### src/rtl/mem_arbiter_pkg.sv
// Shared types and constants for the IF/LS byte-wide RAM port arbiter.
package mem_arbiter_pkg;

    typedef enum logic {
        ARB_IDLE = 1'b0,
        ARB_BUSY = 1'b1
    } arb_state_e;

    typedef enum logic {
        OWN_IF = 1'b0,
        OWN_LS = 1'b1
    } arb_owner_e;

    localparam logic RW_READ  = 1'b0;
    localparam logic RW_WRITE = 1'b1;

    localparam logic [1:0] LEN_B = 2'b00;
    localparam logic [1:0] LEN_H = 2'b01;
    localparam logic [1:0] LEN_W = 2'b11;

    typedef struct packed {
        arb_state_e state;
        arb_owner_e owner;
        logic [2:0] cnt;
        logic [2:0] total;
        logic       ls_pend;
        logic       if_pend;
    } arb_dbg_t;

    // The reserved code 2'b10 is serviced as a full word.
    function automatic logic [2:0] len_to_n(input logic [1:0] len);
        case (len)
            LEN_B:   return 3'd1;
            LEN_H:   return 3'd2;
            LEN_W:   return 3'd4;
            default: return 3'd4;
        endcase
    endfunction

endpackage

### src/rtl/mem_arbiter_if.sv
// Requester and RAM-pin bundle of the arbiter; slave is the arbiter side.
interface mem_arbiter_if #(
    parameter int ADDR_WIDTH = 32,
    parameter int DATA_WIDTH = 32
) ();
    import mem_arbiter_pkg::*;

    // Handshake: dataEn/instEn are one-cycle request pulses with no ready; each is
    // held in a slot until accepted. LOutEn/instOutEn are one-cycle completion
    // pulses with Ldata/inst valid in that same cycle.
    logic                  dataEn;
    logic                  LSRW;
    logic [ADDR_WIDTH-1:0] dataAddr;
    logic [1:0]            LSlen;
    logic [DATA_WIDTH-1:0] Sdata;
    logic                  LOutEn;
    logic [DATA_WIDTH-1:0] Ldata;
    logic                  LSfree;

    logic                  instEn;
    logic [ADDR_WIDTH-1:0] instAddr;
    logic                  instFlush;
    logic                  instOutEn;
    logic [DATA_WIDTH-1:0] inst;

    logic [7:0]            mem_din;
    logic [7:0]            mem_dout;
    logic [ADDR_WIDTH-1:0] mem_a;
    logic                  mem_wr;

    arb_dbg_t              dbg;

    modport master (
        output dataEn, LSRW, dataAddr, LSlen, Sdata, instEn, instAddr, instFlush, mem_din,
        input  LOutEn, Ldata, LSfree, instOutEn, inst, mem_dout, mem_a, mem_wr, dbg
    );

    modport slave (
        input  dataEn, LSRW, dataAddr, LSlen, Sdata, instEn, instAddr, instFlush, mem_din,
        output LOutEn, Ldata, LSfree, instOutEn, inst, mem_dout, mem_a, mem_wr, dbg
    );

endinterface

### src/rtl/mem_req_slot.sv
// Single-entry request latch: a new pulse overwrites, accept (clr) empties it.
module mem_req_slot #(
    parameter int W = 32
) (
    input  logic         clk,
    input  logic         rst,
    input  logic         load,
    input  logic         flush,
    input  logic         clr,
    input  logic [W-1:0] din,
    output logic         valid,
    output logic         eff_valid,
    output logic [W-1:0] eff_data
);

    logic [W-1:0] q;

    // A load beats a flush at the same edge, so a re-issued request survives.
    always_ff @(posedge clk or negedge rst) begin
        if (!rst) begin
            valid <= 1'b0;
            q     <= '0;
        end else if (clr) begin
            valid <= 1'b0;
        end else if (load) begin
            valid <= 1'b1;
            q     <= din;
        end else if (flush) begin
            valid <= 1'b0;
        end
    end

    // The view the arbiter accepts from: an arriving pulse is visible in its own cycle.
    assign eff_valid = load | (valid & ~flush);
    assign eff_data  = load ? din : q;

endmodule

### src/rtl/mem_arbiter.sv
// Arbitrates IF and LS requests onto the byte-wide RAM port (LS first) and
// sequences 1/2/4-byte little-endian reads and writes.
module mem_arbiter
    import mem_arbiter_pkg::*;
#(
    parameter int ADDR_WIDTH = 32,
    parameter int DATA_WIDTH = 32
) (
    input logic          clk,
    input logic          rst,
    mem_arbiter_if.slave bus
);

    localparam int LS_W = 3 + ADDR_WIDTH + DATA_WIDTH;

    arb_state_e            state;
    arb_owner_e            owner;
    logic                  rw;
    logic [2:0]            cnt;
    logic [2:0]            total;
    logic [DATA_WIDTH-1:0] wdata;
    logic [DATA_WIDTH-1:0] acc;
    logic [DATA_WIDTH-1:0] acc_next;
    logic [ADDR_WIDTH-1:0] mem_a_r;
    logic [7:0]            mem_dout_r;
    logic                  mem_wr_r;
    logic                  lout_en_r;
    logic                  inst_out_en_r;
    logic [DATA_WIDTH-1:0] ldata_r;
    logic [DATA_WIDTH-1:0] inst_r;
    logic                  started;

    logic                  ls_valid, ls_eff_valid, ls_take;
    logic [LS_W-1:0]       ls_eff;
    logic                  if_valid, if_eff_valid, if_take;
    logic [ADDR_WIDTH-1:0] if_eff;

    logic                  ls_eff_rw;
    logic [1:0]            ls_eff_len;
    logic [ADDR_WIDTH-1:0] ls_eff_addr;
    logic [DATA_WIDTH-1:0] ls_eff_data;
    logic [2:0]            cnt_m1;
    logic [2:0]            cnt_p1;

    assign ls_take = (state == ARB_IDLE) && ls_eff_valid;
    assign if_take = (state == ARB_IDLE) && !ls_eff_valid && if_eff_valid;

    mem_req_slot #(.W(LS_W)) u_ls_slot (
        .clk       (clk),
        .rst       (rst),
        .load      (bus.dataEn),
        .flush     (1'b0),
        .clr       (ls_take),
        .din       ({bus.LSRW, bus.LSlen, bus.dataAddr, bus.Sdata}),
        .valid     (ls_valid),
        .eff_valid (ls_eff_valid),
        .eff_data  (ls_eff)
    );

    mem_req_slot #(.W(ADDR_WIDTH)) u_if_slot (
        .clk       (clk),
        .rst       (rst),
        .load      (bus.instEn),
        .flush     (bus.instFlush),
        .clr       (if_take),
        .din       (bus.instAddr),
        .valid     (if_valid),
        .eff_valid (if_eff_valid),
        .eff_data  (if_eff)
    );

    assign {ls_eff_rw, ls_eff_len, ls_eff_addr, ls_eff_data} = ls_eff;

    assign cnt_m1 = cnt - 3'd1;
    assign cnt_p1 = cnt + 3'd1;

    // mem_din during BUSY cycle cnt holds the byte addressed in cycle cnt-1.
    always_comb begin
        acc_next = acc;
        if (cnt != 3'd0) begin
            acc_next[{cnt_m1[1:0], 3'b000} +: 8] = bus.mem_din;
        end
    end

    always_ff @(posedge clk or negedge rst) begin
        if (!rst) begin
            state         <= ARB_IDLE;
            owner         <= OWN_IF;
            rw            <= RW_READ;
            cnt           <= '0;
            total         <= '0;
            wdata         <= '0;
            acc           <= '0;
            mem_a_r       <= '0;
            mem_dout_r    <= '0;
            mem_wr_r      <= 1'b0;
            lout_en_r     <= 1'b0;
            inst_out_en_r <= 1'b0;
            ldata_r       <= '0;
            inst_r        <= '0;
            started       <= 1'b0;
        end else begin
            started       <= 1'b1;
            lout_en_r     <= 1'b0;
            inst_out_en_r <= 1'b0;
            case (state)
                ARB_IDLE: begin
                    if (ls_take) begin
                        state      <= ARB_BUSY;
                        owner      <= OWN_LS;
                        rw         <= ls_eff_rw;
                        cnt        <= '0;
                        total      <= len_to_n(ls_eff_len);
                        wdata      <= ls_eff_data;
                        acc        <= '0;
                        mem_a_r    <= ls_eff_addr;
                        mem_wr_r   <= ls_eff_rw;
                        mem_dout_r <= ls_eff_data[7:0];
                    end else if (if_take) begin
                        state    <= ARB_BUSY;
                        owner    <= OWN_IF;
                        rw       <= RW_READ;
                        cnt      <= '0;
                        total    <= 3'd4;
                        acc      <= '0;
                        mem_a_r  <= if_eff;
                        mem_wr_r <= 1'b0;
                    end
                end
                ARB_BUSY: begin
                    if (owner == OWN_IF && bus.instFlush) begin
                        state <= ARB_IDLE;
                    end else if (rw == RW_WRITE) begin
                        if (cnt == total - 3'd1) begin
                            state     <= ARB_IDLE;
                            mem_wr_r  <= 1'b0;
                            lout_en_r <= 1'b1;
                        end else begin
                            cnt        <= cnt_p1;
                            mem_a_r    <= mem_a_r + ADDR_WIDTH'(1);
                            mem_dout_r <= wdata[{cnt_p1[1:0], 3'b000} +: 8];
                        end
                    end else if (cnt == total) begin
                        // Last byte arrives now; publish the merged word directly.
                        state <= ARB_IDLE;
                        if (owner == OWN_LS) begin
                            ldata_r   <= acc_next;
                            lout_en_r <= 1'b1;
                        end else begin
                            inst_r        <= acc_next;
                            inst_out_en_r <= 1'b1;
                        end
                    end else begin
                        acc <= acc_next;
                        cnt <= cnt_p1;
                        if (cnt_p1 < total) begin
                            mem_a_r <= mem_a_r + ADDR_WIDTH'(1);
                        end
                    end
                end
                default: state <= ARB_IDLE;
            endcase
        end
    end

    assign bus.LOutEn    = lout_en_r;
    assign bus.Ldata     = ldata_r;
    assign bus.instOutEn = inst_out_en_r;
    assign bus.inst      = inst_r;
    assign bus.mem_a     = mem_a_r;
    assign bus.mem_dout  = mem_dout_r;
    assign bus.mem_wr    = mem_wr_r;
    assign bus.LSfree    = started && (state == ARB_IDLE) && !ls_valid;

    assign bus.dbg = '{state: state, owner: owner, cnt: cnt, total: total,
                       ls_pend: ls_valid, if_pend: if_valid};

endmodule

### src/flat_wrapper.sv
// flat-port wrapper written by rule: the top's interface ports become plain ports
module mem_arbiter_flat import mem_arbiter_pkg::*;
#(
    parameter int ADDR_WIDTH = 32,
    parameter int DATA_WIDTH = 32
)
  (clk, rst, bus_dataEn, bus_LSRW, bus_dataAddr, bus_LSlen, bus_Sdata, bus_instEn, bus_instAddr, bus_instFlush, bus_mem_din, bus_LOutEn, bus_Ldata, bus_LSfree, bus_instOutEn, bus_inst, bus_mem_dout, bus_mem_a, bus_mem_wr, bus_dbg);
  mem_arbiter_if #(.ADDR_WIDTH(ADDR_WIDTH), .DATA_WIDTH(DATA_WIDTH)) bus_i ();
  input logic clk;
  input logic rst;
  input wire logic [$bits(bus_i.dataEn)-1:0] bus_dataEn;
  input wire logic [$bits(bus_i.LSRW)-1:0] bus_LSRW;
  input wire logic [$bits(bus_i.dataAddr)-1:0] bus_dataAddr;
  input wire logic [$bits(bus_i.LSlen)-1:0] bus_LSlen;
  input wire logic [$bits(bus_i.Sdata)-1:0] bus_Sdata;
  input wire logic [$bits(bus_i.instEn)-1:0] bus_instEn;
  input wire logic [$bits(bus_i.instAddr)-1:0] bus_instAddr;
  input wire logic [$bits(bus_i.instFlush)-1:0] bus_instFlush;
  input wire logic [$bits(bus_i.mem_din)-1:0] bus_mem_din;
  output wire logic [$bits(bus_i.LOutEn)-1:0] bus_LOutEn;
  output wire logic [$bits(bus_i.Ldata)-1:0] bus_Ldata;
  output wire logic [$bits(bus_i.LSfree)-1:0] bus_LSfree;
  output wire logic [$bits(bus_i.instOutEn)-1:0] bus_instOutEn;
  output wire logic [$bits(bus_i.inst)-1:0] bus_inst;
  output wire logic [$bits(bus_i.mem_dout)-1:0] bus_mem_dout;
  output wire logic [$bits(bus_i.mem_a)-1:0] bus_mem_a;
  output wire logic [$bits(bus_i.mem_wr)-1:0] bus_mem_wr;
  output wire logic [$bits(bus_i.dbg)-1:0] bus_dbg;
  assign bus_i.dataEn = bus_dataEn;
  assign bus_i.LSRW = bus_LSRW;
  assign bus_i.dataAddr = bus_dataAddr;
  assign bus_i.LSlen = bus_LSlen;
  assign bus_i.Sdata = bus_Sdata;
  assign bus_i.instEn = bus_instEn;
  assign bus_i.instAddr = bus_instAddr;
  assign bus_i.instFlush = bus_instFlush;
  assign bus_i.mem_din = bus_mem_din;
  assign bus_LOutEn = bus_i.LOutEn;
  assign bus_Ldata = bus_i.Ldata;
  assign bus_LSfree = bus_i.LSfree;
  assign bus_instOutEn = bus_i.instOutEn;
  assign bus_inst = bus_i.inst;
  assign bus_mem_dout = bus_i.mem_dout;
  assign bus_mem_a = bus_i.mem_a;
  assign bus_mem_wr = bus_i.mem_wr;
  assign bus_dbg = bus_i.dbg;
  mem_arbiter #(.ADDR_WIDTH(ADDR_WIDTH), .DATA_WIDTH(DATA_WIDTH)) u_core (.clk(clk), .rst(rst), .bus(bus_i));
endmodule
### config.mk
export PLATFORM = sky130hd
export DESIGN_NAME = mem_arbiter_flat
export DESIGN_NICKNAME = d
export VERILOG_FILES = /design/src/rtl/mem_arbiter_pkg.sv /design/src/rtl/mem_arbiter_if.sv /design/src/rtl/mem_req_slot.sv /design/src/rtl/mem_arbiter.sv /design/src/flat_wrapper.sv
export SDC_FILE = /design/constraint.sdc
export NUM_CORES = 1
export LEC_CHECK = 0
export CAP_MARGIN = 20
export CORE_AREA = 3 3 270 139
export DETAILED_ROUTE_END_ITERATION = 10
export DIE_AREA = 0 0 273 142
export GPL_TIMING_DRIVEN = 1
export SLEW_MARGIN = 5
export SYNTH_ARGS = -nofsm -noshare
export SYNTH_HDL_FRONTEND = slang
export SYNTH_HIERARCHICAL = 1
export SYNTH_SLANG_ARGS = --single-unit
export TNS_END_PERCENT = 50
### constraint.sdc
create_clock -name clk -period 3 [get_ports clk]
set_input_delay 0.45 -clock clk [delete_from_list [all_inputs] [get_ports clk]]
set_output_delay 0.45 -clock clk [all_outputs]
set_load 0.02 [all_outputs]
==> flow_summary.json, run 1 <==
{
  "period_minus_slack_ps": 2780,
  "path_buf_inv": 5,
  "fin_nets": 1623,
  "clockPowerShare": 0.184,
  "leakagePower_nw": 7.67,
  "p_per_area_mw_per_mm2": 1070,
  "finalWeightedCongestion": 0.861,
  "yosysWarnings": 6,
  "io_pins": 230,
  "hold_end": "u_core/u_ls_slot/valid$_DFFE_PN0P_",
  "die_y_um": 142,
  "dpl.hpwl_mm": 30.0,
  "cts.path.max_buffers": 3,
  "port_buffers": 229,
  "insertion_delay_ps": 560,
  "min_path_cells": 3,
  "synth_simple_gate_area_frac": 0.133,
  "clock_sinks": 282,
  "cp_cell_sequence": "buf_4, inv_1, ha_1, ha_1, nand3b_1, a21boi_0, buf_4, a2111oi_4, buf_12, buf_4, mux2_2",
  "gr-total-overflow": 0,
  "setup_slack_ps": 222,
  "crit_fanout": 26,
  "status": "finished clean",
  "multi_input_area_sq_mm": 0.00677,
  "seqCellArea_sq_mm": 0.00706,
  "power.switching_mw": 7.81,
  "async_reset_ff_frac": 1.00,
  "setup_tns_ps": 0,
  "grt_max_degree": 104,
  "r2r_slack_ps": 220,
  "htreeDepth": 1,
  "synth-compound-area-share": 0.110,
  "report.final.setup_viol": 0,
  "synthAdderAreaFrac": 0.00955,
  "die-area_sq_mm": 0.0388,
  "period_share": 0.926,
  "synth_top_family_by_area": "multiplexers",
  "cts_made_buffers": 27,
  "area_growth_pct": 25.8,
  "drive_gt1_frac": 0.215,
  "detail-route-antenna-nets": 0,
  "syn_area_sq_mm": 0.0144,
  "dr.pass1.iters": 5,
  "n_fill_cell": 3106,
  "max_stage_delay_ps": 380,
  "preCtsSetupSlack_ps": 25.1,
  "post_cts_buffers": 0,
  "root_buffer": "clkbuf_16",
  "relSlewSlack": 0.474,
  "tightest_slew_ps": 782,
  "vias": 11100,
  "rows": 49,
  "synth_edf_count": 0,
  "power.internal_mw": 11.6,
  "drtIter0Drc": 1103,
  "max_freq_ghz": 0.360,
  "min_path_type": "input port to flop",
  "drt_wl_total_mm": 43.0,
  "rsz0062_at_grt": "no",
  "slowest_stage": "dfrtp_1",
  "fp.dieW_um": 273,
  "vdd_drop_max_uv": 501,
  "design.core.area_sq_mm": 0.0355,
  "maxCapViolCount": 0,
  "synthMuxAreaShare": 0.211,
  "cts_tree": "built",
  "first_global_vias": 11000,
  "crit_type": "flop to flop",
  "critPathRequiredTime_ps": 3420,
  "synthXorXnorAreaFrac": 0.00399,
  "path_clk_slew_ps": 70,
  "critPathArrivalTime_ps": 3200,
  "hold_viol_final": 0,
  "synthTopCellsByArea": "dfrtp_1 49%, mux2_2 12%, mux2_4 6.2%",
  "startpoint": "u_core/cnt[0]$_DFFE_PN0P_",
  "fin_skew_ps": 28.4,
  "holdWs_ps": 228,
  "synth_seq_area_share": 0.489,
  "wl_per_cell_um": 21.4,
  "sequentialPowerShare": 0.339,
  "cp_common_cell": "buf_4",
  "synth_largest_area_cell": "dfrtp_1",
  "via_per_inst": 5.52,
  "grt_usage": 0.219,
  "power_frac_comb": 0.477,
  "start_util": 0.406,
  "timing.rr.start": "u_core/cnt[0]$_DFFE_PN0P_",
  "grt_pass1_wl_mm": 66.6,
  "synth_top_area_share": 0.489,
  "synth_cells": 1300,
  "route.detailed.drc": 0,
  "cp-start-kind": "flop",
  "ys_ff_latch": 282,
  "crit_family": "buffers and inverters",
  "ys.flop_type": "dfrtp_1",
  "hold_start": "bus_dataEn",
  "final-max-slew-violation-count": 0,
  "switching_share": 0.403,
  "synthDistinctLibCells": 65,
  "r2r-end": "u_core/bus.mem_a[1]$_DFFE_PN0P_",
  "antenna_found_initial": 4,
  "end_kind": "flop",
  "ff2ff_path_depth": 11,
  "synth.avg_cell_area_sq_um": 11.1,
  "synth_fp_nets": 1423
}
[stage by stage]
step           std cells  total power [mW]  instance area, sq um  utilization
3_5_place_dp        1954              15.8                 17200        0.485
5_1_grt             2006              20.6                 18100        0.511
2_1_floorplan       1300              12.3                 14400            -
3_3_place_gp        1954              15.6                 17200        0.485
4_1_cts             2003              19.5                 18100        0.511
6_report            2006              19.4                 18100        0.511
[flip-flops by register name, summed over array words and instances, names as in the netlist, 3 cells and up]
signal	count
u_core/acc	32
u_core/bus.Ldata	32
u_core/bus.inst	32
u_core/bus.mem_a	32
u_core/bus.mem_dout	8
u_core/cnt	3
u_core/total	3
u_core/u_if_slot/q	32
u_core/u_ls_slot/q	67
u_core/wdata	32
[routing by layer]
| layer | wire, um | global-route usage |
|---|---|---|
| met1 | 21800 | 0.350 |
| met2 | 17400 | 0.300 |
| met3 | 3220 | 0.0492 |
| met4 | 609 | 0.0390 |
| met5 | 13 | 0 |
[power by group through the flow]
stage | combinational (mW) | sequential (mW) | clock, mW
5_1_grt | 10.0 | 6.78 | 3.83
3_5_place_dp | 9.21 | 6.63 | 0
2_1_floorplan | 5.17 | 7.09 | 0
3_3_place_gp | 9.01 | 6.55 | 0
4_1_cts | 9.24 | 6.57 | 3.66
6_report | 9.25 | 6.57 | 3.56
[placed cells by master, fill, tap and decap left out, types with 21 or more instances in the layout]
cell / n
a22oi_1: 34
dfrtp_1: 281
mux2i_1: 24
buf_4: 25
inv_1: 21
nor2_1: 67
clkdlybuf4s50_1: 227
nand2_1: 204
o21ai_0: 37
a21oi_1: 55
nand3_1: 45
mux2_2: 153
mux2_4: 60
clkbuf_16: 27
o311ai_0: 32
[cell type report]
class                   count  share of cell area
flip-flops and latches    282               0.389
well taps                 484              0.0334
diodes                      3            0.000414
inverters                  22             0.00455
multi-input cells         902               0.373
clock buffers              35              0.0411
clock inverters            13             0.00856
repair buffers            265               0.149
[worst max-delay path by stage]
stage / slack [ps] / cells past startpoint / to
2_1_floorplan: 100 / 13 / u_core/u_if_slot/q[0]$_DFFE_PN0N_
4_1_cts: 220 / 11 / u_core/bus.mem_a[1]$_DFFE_PN0P_
5_1_grt: 80 / 10 / u_core/bus.mem_a[0]$_DFFE_PN0P_
3_5_place_dp: 30 / 11 / u_core/bus.mem_a[8]$_DFFE_PN0P_
6_report: 220 / 11 / u_core/bus.mem_a[1]$_DFFE_PN0P_
3_3_place_gp: 100 / 11 / u_core/bus.mem_a[2]$_DFFE_PN0P_
[cell usage after synthesis, types with 3 or more instances]
cell type	number
buf_1	15
buf_2	10
and4_1	16
buf_4	11
buf_8	3
a22oi_1	34
buf_6	10
a211oi_2	4
o32ai_1	10
mux4_2	8
inv_1	21
nand4_1	15
nand2b_1	4
a21oi_1	55
a31o_2	3
nor2_1	67
mux2_2	153
mux2_4	60
and3_1	9
or4_1	3
o221a_2	5
o211a_1	3
xor2_1	4
a32o_1	5
o311ai_0	32
o21ai_0	37
nor2b_1	8
a211oi_1	7
nor4_1	12
nor4b_1	3
and2_1	6
dfrtp_1	282
mux2i_1	24
nand3_1	46
nor3_1	16
nand2_1	205
clkbuf_1	45
ha_1	11
[worst reg2reg max path, stage by stage, from the launching register on]
cell	delay [ps]
dfrtp_1	380
buf_4	170
inv_1	90
ha_1	320
ha_1	270
nand3b_1	80
a21boi_0	80
buf_4	150
a2111oi_4	340
buf_12	230
buf_4	200
mux2_2	340
[cells by family after synthesis]
family	count (synthesis)
AOI/OAI and AO/OA	222
xor gates and xnor gates	5
adders and majority gates	11
buffers and inverters	116
DFF	282
muxes	245
other	2
and+or+nand+nor	417
[what timing repair did]
action	CTS	global route
hold buffers	1	0
resized for setup	0	0
setup endpoints to repair	0	0
hold endpoints to repair	43	0
(Power assumes the default switching activity.)
==> run 2, diff against run 1 <==
--- a/config.mk
+++ b/config.mk
@@ -10,6 +10,8 @@
 export DETAILED_ROUTE_END_ITERATION = 10
 export DIE_AREA = 0 0 273 142
 export GPL_TIMING_DRIVEN = 1
+export REMOVE_ABC_BUFFERS = 1
+export SKIP_LAST_GASP = 1
 export SLEW_MARGIN = 5
 export SYNTH_ARGS = -nofsm -noshare
 export SYNTH_HDL_FRONTEND = slang
==> run 2 against run 1 <==
Critical path depth down 2. Core utilization up 0.15 points. Final area up 0.30%. Clock power up 3%. Clock skew down 13 ps. Non-clock buffer count up 4.
==> flow_summary.json, run 2 (synthesis results as in run 1) <==
{
  "rsz0062_at_grt": "no",
  "fin_nets": 1629,
  "cts_tree": "built",
  "dpl.hpwl_mm": 28.6,
  "setup_tns_ps": 0,
  "diodes": 0,
  "design.core.area_sq_mm": 0.0355,
  "grt_pass1_wl_mm": 64.8,
  "clock_sinks": 282,
  "drt_wl_total_mm": 41.4,
  "largest_reg_flops": 67,
  "holdWs_ps": 251,
  "n_fill_cell": 3147,
  "critPathArrivalTime_ps": 3280,
  "max_freq_ghz": 0.353,
  "cp-start-kind": "flop",
  "clockPowerShare": 0.190,
  "grt_usage": 0.210,
  "status": "finished clean",
  "drtIter0Drc": 897,
  "final_cell_area_sq_mm": 0.0182,
  "min_path_type": "input port to flop",
  "wl_per_cell_um": 20.6,
  "die_y_um": 142,
  "port_buffers": 229,
  "final_cell_mix": "280 x dfrtp_1, 226 x clkdlybuf4s50_1, 204 x nand2_1, 153 x mux2_2, 67 x nor2_1",
  "dp.cells": 1958,
  "power_frac_comb": 0.471,
  "hold_end": "u_core/u_if_slot/valid$_DFFE_PN0P_",
  "report.final.setup_viol": 0,
  "r2r-end": "u_core/bus.mem_a[0]$_DFFE_PN0P_",
  "timing.rr.start": "u_core/cnt[1]$_DFFE_PN0P_",
  "start_util": 0.406,
  "final_common_cell": "dfrtp_1",
  "area_growth_pct": 26.1,
  "rows": 49,
  "vias": 11100,
  "top_register": "u_core/u_ls_slot/q",
  "finalWeightedCongestion": 0.861,
  "r2r_slack_ps": 170,
  "period_share": 0.945,
  "crit_type": "flop to flop",
  "path_clk_slew_ps": 60,
  "root_buffer": "clkbuf_16",
  "antenna_found_initial": 2,
  "dr.pass1.iters": 6,
  "final-max-slew-violation-count": 0,
  "vdd_drop_max_uv": 649,
  "min_path_cells": 3,
  "fin_skew_ps": 15.4,
  "relSlewSlack": 0.408,
  "fp.dieW_um": 273,
  "via_per_inst": 5.51,
  "critPathRequiredTime_ps": 3450,
  "sequentialPowerShare": 0.339,
  "die-area_sq_mm": 0.0388,
  "post_cts_buffers": 0,
  "final-instance-count-excl-fill": 2013,
  "finalPower_mw": 19.3,
  "ff2ff_path_depth": 9,
  "cts.path.max_buffers": 3,
  "grt_max_degree": 75,
  "detail-route-antenna-nets": 0,
  "switching_share": 0.398,
  "p_per_area_mw_per_mm2": 1060,
  "drive_gt1_frac": 0.221,
  "period_minus_slack_ps": 2830,
  "maxCapViolCount": 0,
  "end_kind": "flop",
  "cts_made_buffers": 29,
  "io_pins": 230,
  "power.switching_mw": 7.70,
  "insertion_delay_ps": 560,
  "first_global_vias": 11100,
  "crit_fanout": 45,
  "gr-total-overflow": 0,
  "power.internal_mw": 11.6,
  "hold_start": "bus_instEn",
  "route.detailed.drc": 0,
  "placed_area_sq_mm": 0.0172,
  "htreeDepth": 1,
  "leakagePower_nw": 7.71,
  "tightest_slew_ps": 884,
  "hold_viol_final": 0
}
==> run 2: changes by cell type in the layout (fill, tap and decap cells not counted), moves of 3 or more <==
cell and delta:
buf_4 +7, clkbuf_8 +6, buf_12 -3, diode_2 -3
==> run 2: what timing repair did <==
action | CTS | global route
endpoints found under the setup margin | 0 | 5
hold buffers | 1 | 0
hold endpoints to repair | 50 | 0
resized for setup | 0 | 1
==> run 2: worst max path at each step <==
stage	startpoint	end	cells past startpoint
6_report	u_core/cnt[1]$_DFFE_PN0P_	u_core/bus.mem_a[0]$_DFFE_PN0P_	9
5_1_grt	u_core/cnt[1]$_DFFE_PN0P_	u_core/bus.mem_a[4]$_DFFE_PN0P_	10
4_1_cts	u_core/cnt[1]$_DFFE_PN0P_	u_core/bus.mem_a[0]$_DFFE_PN0P_	9
3_5_place_dp	bus_instFlush	u_core/bus.mem_a[0]$_DFFE_PN0P_	9
3_3_place_gp	bus_instFlush	u_core/bus.mem_a[0]$_DFFE_PN0P_	9
2_1_floorplan	u_core/state$_DFF_PN0_	u_core/u_ls_slot/q[0]$_DFFE_PN0N_	5
==> run 2: cell type report <==
class | count | area [sq um] | area share
Clock buffer | 45 | 886 | 0.0487
Multi-Input combinational cell | 902 | 6780 | 0.373
Timing Repair Buffer | 269 | 2690 | 0.148
Inverter | 22 | 82.6 | 0.00454
Clock inverter | 9 | 81.3 | 0.00447
Sequential cell | 282 | 7060 | 0.388
Tap cell | 484 | 606 | 0.0333
==> run 2: power by group through the flow <==
stage	clock (mW)	combinational [mW]	sequential, mW
floorplan	0	4.55	7.28
global placement	0	8.90	6.54
detailed placement	0	9.13	6.59
CTS	3.78	9.15	6.55
global route	3.95	9.90	6.78
finish	3.67	9.11	6.56
==> run 2: per-stage QoR <==
step                      worst slack, ps   util
after detailed placement             44.8  0.485
after floorplan                     -2700      -
after global routing                 14.4  0.512
after CTS                             125  0.512
final                                 166  0.512
after global placement                103  0.485
==> run 2: per-layer routing <==
layer  GRT usage  share of wire  up-vias
met5           0        0.00070        -
met4      0.0398          0.017        4
met3      0.0428          0.061       54
met2       0.314           0.43      313
met1       0.318           0.49     5608
li1            -              -     5116
==> run 2: critical path: stages, from the launching register on <==
cell and delay, ps:
dfrtp_2 470, ha_1 240, xor2_1 150, ha_1 300
a21oi_1 140, a21boi_0 200, a2111oi_4 390, buf_12 270
buf_4 200, mux2_2 340
